[src/rtl/lc4_regfile_writer_pkg.sv]
// Common LC4 register-file constants shared by the writeback queue and its front end.
package lc4_regfile_writer_pkg;

   localparam int NUM_REGS  = 8;
   localparam int REG_IDX_W = 3;

   // Occupancy counters need one more bit than the pointers to represent "full".
   function automatic int cnt_w(input int depth);
      return $clog2(depth) + 1;
   endfunction

endpackage

[src/rtl/lc4_regfile_writer_wbq_fifo.sv]
// Writeback queue storage: circular buffer with head/tail pointers and occupancy count.
module lc4_wbq_fifo
   import lc4_regfile_writer_pkg::*;
#(
   parameter int n     = 16,
   parameter int DEPTH = 4
) (
   input  logic                                 clk,
   input  logic                                 rst,
   input  logic                                 push,
   input  logic                                 pop,
   input  logic [REG_IDX_W-1:0]                 push_rd,
   input  logic [n-1:0]                         push_data,
   output logic                                 full,
   output logic                                 empty,
   output logic [cnt_w(DEPTH)-1:0]              count,
   output logic [$clog2(DEPTH)-1:0]             head_ptr,
   output logic [REG_IDX_W-1:0]                 head_rd,
   output logic [n-1:0]                         head_data,
   output logic [DEPTH-1:0][REG_IDX_W-1:0]      ent_rd,
   output logic [DEPTH-1:0][n-1:0]              ent_data,
   output logic [DEPTH-1:0]                     ent_valid
);

   localparam int PW = $clog2(DEPTH);
   localparam int CW = cnt_w(DEPTH);

   logic [DEPTH-1:0][REG_IDX_W-1:0] mem_rd;
   logic [DEPTH-1:0][n-1:0]         mem_data;
   logic [PW-1:0]                   head;
   logic [PW-1:0]                   tail;
   logic [CW-1:0]                   occ;

   always_ff @(posedge clk or negedge rst) begin
      if (!rst) begin
         head     <= '0;
         tail     <= '0;
         occ      <= '0;
         mem_rd   <= '0;
         mem_data <= '0;
      end else begin
         if (push) begin
            mem_rd[tail]   <= push_rd;
            mem_data[tail] <= push_data;
            tail           <= tail + 1'b1;
         end
         if (pop) begin
            head <= head + 1'b1;
         end
         case ({push, pop})
            2'b10:   occ <= occ + 1'b1;
            2'b01:   occ <= occ - 1'b1;
            default: occ <= occ;
         endcase
      end
   end

   assign full      = (occ == CW'(DEPTH));
   assign empty     = (occ == '0);
   assign count     = occ;
   assign head_ptr  = head;
   assign head_rd   = mem_rd[head];
   assign head_data = mem_data[head];
   assign ent_rd    = mem_rd;
   assign ent_data  = mem_data;

   // A slot is live when its distance from the head (mod DEPTH) is below the occupancy.
   always_comb begin
      ent_valid = '0;
      for (int i = 0; i < DEPTH; i++) begin
         ent_valid[i] = ({1'b0, PW'(i) - head} < occ);
      end
   end

endmodule

[src/rtl/lc4_regfile_writer.sv]
// LC4 register-file write front end: in-order writeback queue with busy mask and forwarding.
module lc4_regfile_writer
   import lc4_regfile_writer_pkg::*;
#(
   parameter int n     = 16,
   parameter int DEPTH = 4
) (
   input  logic                     clk,
   input  logic                     rst,
   input  logic                     gwe,
   input  logic                     i_enq_valid,
   output logic                     o_enq_ready,
   input  logic [REG_IDX_W-1:0]     i_enq_rd,
   input  logic [n-1:0]             i_enq_data,
   input  logic                     i_drain_en,
   output logic [REG_IDX_W-1:0]     o_rd,
   output logic [n-1:0]             o_wdata,
   output logic                     o_rd_we,
   output logic [cnt_w(DEPTH)-1:0]  o_count,
   output logic [NUM_REGS-1:0]      o_busy,
   input  logic [REG_IDX_W-1:0]     i_lookup_rs,
   output logic                     o_fwd_hit,
   output logic [n-1:0]             o_fwd_data
);

   localparam int PW = $clog2(DEPTH);
   localparam int CW = cnt_w(DEPTH);

   logic                             full;
   logic                             empty;
   logic                             push;
   logic                             pop;
   logic [PW-1:0]                    head_ptr;
   logic [REG_IDX_W-1:0]             head_rd;
   logic [DEPTH-1:0][REG_IDX_W-1:0]  ent_rd;
   logic [DEPTH-1:0][n-1:0]          ent_data;
   logic [DEPTH-1:0]                 ent_valid;
   logic [NUM_REGS-1:0][CW-1:0]      pend;

   // Full blocks enqueue even when a drain fires this cycle.
   assign push        = gwe & i_enq_valid & ~full;
   assign pop         = gwe & i_drain_en & ~empty;
   assign o_enq_ready = ~full;
   assign o_rd_we     = pop;
   assign o_rd        = head_rd;

   lc4_wbq_fifo #(
      .n     (n),
      .DEPTH (DEPTH)
   ) u_fifo (
      .clk       (clk),
      .rst       (rst),
      .push      (push),
      .pop       (pop),
      .push_rd   (i_enq_rd),
      .push_data (i_enq_data),
      .full      (full),
      .empty     (empty),
      .count     (o_count),
      .head_ptr  (head_ptr),
      .head_rd   (head_rd),
      .head_data (o_wdata),
      .ent_rd    (ent_rd),
      .ent_data  (ent_data),
      .ent_valid (ent_valid)
   );

   // Per-register pending counters; same rd entering and leaving cancels out.
   always_ff @(posedge clk or negedge rst) begin
      if (!rst) begin
         pend <= '0;
      end else begin
         for (int r = 0; r < NUM_REGS; r++) begin
            case ({push && (i_enq_rd == REG_IDX_W'(r)), pop && (head_rd == REG_IDX_W'(r))})
               2'b10:   pend[r] <= pend[r] + 1'b1;
               2'b01:   pend[r] <= pend[r] - 1'b1;
               default: pend[r] <= pend[r];
            endcase
         end
      end
   end

   always_comb begin
      o_busy = '0;
      for (int r = 0; r < NUM_REGS; r++) begin
         o_busy[r] = (pend[r] != '0);
      end
   end

   // Scan oldest to youngest so the last match (closest to tail) wins.
   always_comb begin
      logic [PW-1:0] idx;
      idx        = '0;
      o_fwd_hit  = 1'b0;
      o_fwd_data = '0;
      for (int k = 0; k < DEPTH; k++) begin
         idx = head_ptr + PW'(k);
         if (ent_valid[idx] && (ent_rd[idx] == i_lookup_rs)) begin
            o_fwd_hit  = 1'b1;
            o_fwd_data = ent_data[idx];
         end
      end
   end

endmodule

[config.mk]
export PLATFORM = sky130hd
export DESIGN_NAME = lc4_regfile_writer
export DESIGN_NICKNAME = d
export VERILOG_FILES = /design/src/rtl/lc4_regfile_writer_pkg.sv /design/src/rtl/lc4_regfile_writer_wbq_fifo.sv /design/src/rtl/lc4_regfile_writer.sv
export SDC_FILE = /design/constraint.sdc
export NUM_CORES = 1
export LEC_CHECK = 0
export ABC_AREA = 1
export CORE_MARGIN = 2
export CORE_UTILIZATION = 65
export DETAILED_ROUTE_END_ITERATION = 16
export DONT_BUFFER_PORTS = 1
export PLACE_DENSITY = 0.79
export SYNTH_ARGS = -nofsm -noshare
export SYNTH_HDL_FRONTEND = slang
export SYNTH_SLANG_ARGS = --single-unit
[constraint.sdc]
create_clock -name clk -period 4.3 [get_ports clk]
set_input_delay 1.29 -clock clk [delete_from_list [all_inputs] [get_ports clk]]
set_output_delay 1.29 -clock clk [all_outputs]
set_load 0.05 [all_outputs]
==> metrics.yaml, run 1 <==
status: "finished, final reports clean"
dieHeight_um: 113
timing.critical_path.to_type: "output port"
max_cap_viol_count: 0
fillerInstances: 895
final_cells: 1254
cts_inserted_buffers: 9
netlist_instances: 1113
postSynthRegisterBits: 107
mostFrequentLayoutCell: "sky130_fd_sc_hd__nand2_1"
dp_hpwl_um: 13200
post_synth_main_area_contributors: "sky130_fd_sc_hd__dfrtp_1 (35%), sky130_fd_sc_hd__nand2_1 (18%), sky130_fd_sc_hd__o21ai_0 (13%), sky130_fd_sc_hd__inv_1 (5.5%), sky130_fd_sc_hd__nand3_1 (3.9%)"
yosys.area.top_type: "sky130_fd_sc_hd__dfrtp_1"
syn-cell-area_um2: 7670
highest-signal-layer: "met4"
antenna_cells_inserted: 0
adder_cell_share_of_the_synthesized_area: 0.0512
proportion_of_synthesized_area_in_mux_cells: 0.00441
rows: 39
core-area_um2: 11500
numClockSinks: 107
cts_hold_buffers: 0
ys_warn_count: 0
timing_worst_slew_pin_value_ns: 1.17
fin_nets: 1159
place.detailed.instances: 1235
layout-drive-gt1-share: 0.104
grt_max_degree: 108
first_pass_iters: 6
critPathKind: "register to output port"
syn-mean-instance-area_um2: 6.89
wl_met1_um: 9200
time_the_worst_path_needs_with_i_o_delays_and_setup_ns: 4.12
syn-num-nets: 1166
pin_count: 76
detailedRoute.firstIterationViolations: 959
master_of_the_slowest_instance_on_the_critical_path: "sky130_fd_sc_hd__dfrtp_2"
sequential_cell_area_um2: 2680
timing.final.crit_share: 0.958
wl_met3_um: 1520
worstHoldPathType: "register to register"
slowest_delay_ns: 0.55
io_buffer_count: 0
dieArea_um2: 12700
grt_overflow: 0
synth-edff-count: 0
yosysSeqAreaShare: 0.349
drt-vias-per-instance: 5.56
max-clock-path-buffers: 2
vias: 6971
report.final.hold_viol_count: 0
clock_pin_transition_on_the_worst_setup_and_hold_timing_paths_ns: 0.08
wl_met2_um: 7260
netlist-cell-type-count: 36
wl_per_cell_um: 14.5
ys_async_sr_fraction: 1.00
slew-limit-headroom: 0.220
crit_chain: "clkinvlp_4 > ha_1 > o211ai_1 > nand3_1 > nand2_4 > nand3_4 > nand3_2 > nand3_1 > nand2_1 > nand2_1 > buf_12"
syn_to_final_growth_pct: 9.32
clock_tree_skew_after_final_layout_ns: 0.0130
first_global_vias: 6112
global_route_wire_length_before_repair_um: 30500
post-route-drc-count: 0
clkLatencyLatePin_ns: 0.35
start_util: 0.669
mostFrequentLayoutCells: "sky130_fd_sc_hd__nand2_1 (366), sky130_fd_sc_hd__o21ai_0 (197), sky130_fd_sc_hd__inv_1 (111), sky130_fd_sc_hd__dfrtp_1 (104), sky130_fd_sc_hd__nand3_1 (60)"
wl_um: 18200
synth_top_family_by_area: "simple AND/OR/NAND/NOR gates"
synthDominantCellAreaShare: 0.349
cts-htree-levels: 3
grt_use_total: 0.296
die_w_um: 113
startpoint_type: "register"
synthXorXnorAreaFrac: 0.0263
critPathMaxFanout: 18
multi_input_comb_area_um2: 4210
timing.critical_path.arrival_ns: 2.83
achievable-frequency_mhz: 243
critPathRequiredTime_ns: 3.01
critical_path.n_buffers_inverters: 2
route.antenna.remaining_nets: 0
setup_viol: 0
synth-compound-area-share: 0.156
clock_tree.root_cell: "sky130_fd_sc_hd__clkbuf_16"
predominant_post_synthesis_flop_cell: "sky130_fd_sc_hd__dfrtp_1"
antenna_found_initial: 0
tritoncts_clock_tree: "built"
report.final.slew_viol_count: 0
critical-path-top-delay-family: "simple AND/OR/NAND/NOR gates"
gp_congestion: 0.889
fraction_of_the_mapped_netlist_area_in_simple_logic_gates: 0.307
==> kinds of logic (layout without fill, tap and decap cells) <==
logic type	after synthesis	in the layout
DFF	107	107
xor gates and xnor gates	23	23
and+or+nand+nor	537	538
muxes	3	3
buffers and inverters	181	178
AOI/OAI and AO/OA	236	236
adders and majority gates	26	26
==> synthesized netlist by cell type, types with 3 or more instances <==
cell,n
sky130_fd_sc_hd__nand2_1,366
sky130_fd_sc_hd__o21ai_0,202
sky130_fd_sc_hd__inv_1,112
sky130_fd_sc_hd__dfrtp_1,107
sky130_fd_sc_hd__nand3_1,60
sky130_fd_sc_hd__nor2_1,55
sky130_fd_sc_hd__buf_2,28
sky130_fd_sc_hd__clkbuf_1,21
sky130_fd_sc_hd__o21ai_1,20
sky130_fd_sc_hd__ha_1,17
sky130_fd_sc_hd__nand2_2,16
sky130_fd_sc_hd__nand4_1,16
sky130_fd_sc_hd__nand3_2,15
sky130_fd_sc_hd__xor2_1,14
sky130_fd_sc_hd__fa_1,9
sky130_fd_sc_hd__xnor2_1,9
sky130_fd_sc_hd__a21oi_1,7
sky130_fd_sc_hd__buf_6,7
sky130_fd_sc_hd__buf_1,4
sky130_fd_sc_hd__o211ai_1,4
sky130_fd_sc_hd__buf_4,3
sky130_fd_sc_hd__mux2_2,3
==> per-stage QoR <==
| step | setup slack (ns) | util | area, um2 | setup TNS, ns | hold WS [ns] |
|---|---|---|---|---|---|
| detailed placement | 0.248 | 0.700 | 8020 | 0 | 0.463 |
| global placement | 0.333 | 0.700 | 8020 | 0 | 0.461 |
| global route | -0.00292 | 0.731 | 8380 | -0.00292 | 0.491 |
| CTS | 0.00727 | 0.725 | 8310 | 0 | 0.477 |
| floorplan | 0.262 | - | 7670 | 0 | 0.446 |
| finish | 0.180 | 0.731 | 8380 | 0 | 0.474 |
==> final cells by class <==
class / instances / area share
tap: 143 / 0.0213
inverter: 116 / 0.0542
sequential: 107 / 0.320
clock inverter: 6 / 0.00552
clock buffer: 10 / 0.0285
timing repair buffer: 46 / 0.0678
multi-input combinational: 826 / 0.502
==> metal layers <==
metal	up-vias	track usage
met4	0	0.0675
met2	274	0.398
li1	3558	-
met1	3122	0.491
met5	-	0
met3	17	0.0513
==> state kept, by name, indices dropped and copies added, names as in the netlist <==
register / flops
u_fifo.ent_data: 64
pend: 24
u_fifo.ent_rd: 12
u_fifo.count: 3
u_fifo.head_ptr: 2
u_fifo.tail: 2
==> final timing paths <==
kind	depth (start not counted)	from	endpoint	slack, ns
worst max register to register	11	u_fifo.count[1]	pend[20]	0.90
max in group asynchronous	0	rst	u_fifo.ent_data[7]	3.49
min in group asynchronous	0	rst	pend[4]	0.63
worst min-delay path	1	pend[3]	pend[3]	0.47
worst max-delay path	11	u_fifo.count[1]	o_fwd_data[11]	0.18
worst min register to register	1	pend[3]	pend[3]	0.47
==> what timing repair did <==
action / 4_1_cts / 5_1_grt
setup endpoints to repair: 17 / 17
gates cloned: 0 / 1
pin swaps: 0 / 2
setup buffers: 0 / 2
resized for setup: 2 / 12
Power of run 1 is left out: the tool's default activity adds up to more than one toggle a clock period on the data nets, which glitch-free logic cannot reach.
==> inputs of run 2 (changes only) <==
CTS_CLUSTER_DIAMETER = 30   (was not set)
==> results of run 2 <==
Final layout, timing and power as in run 1 (identical DEF).
Power of run 2 is left out for the same reason.
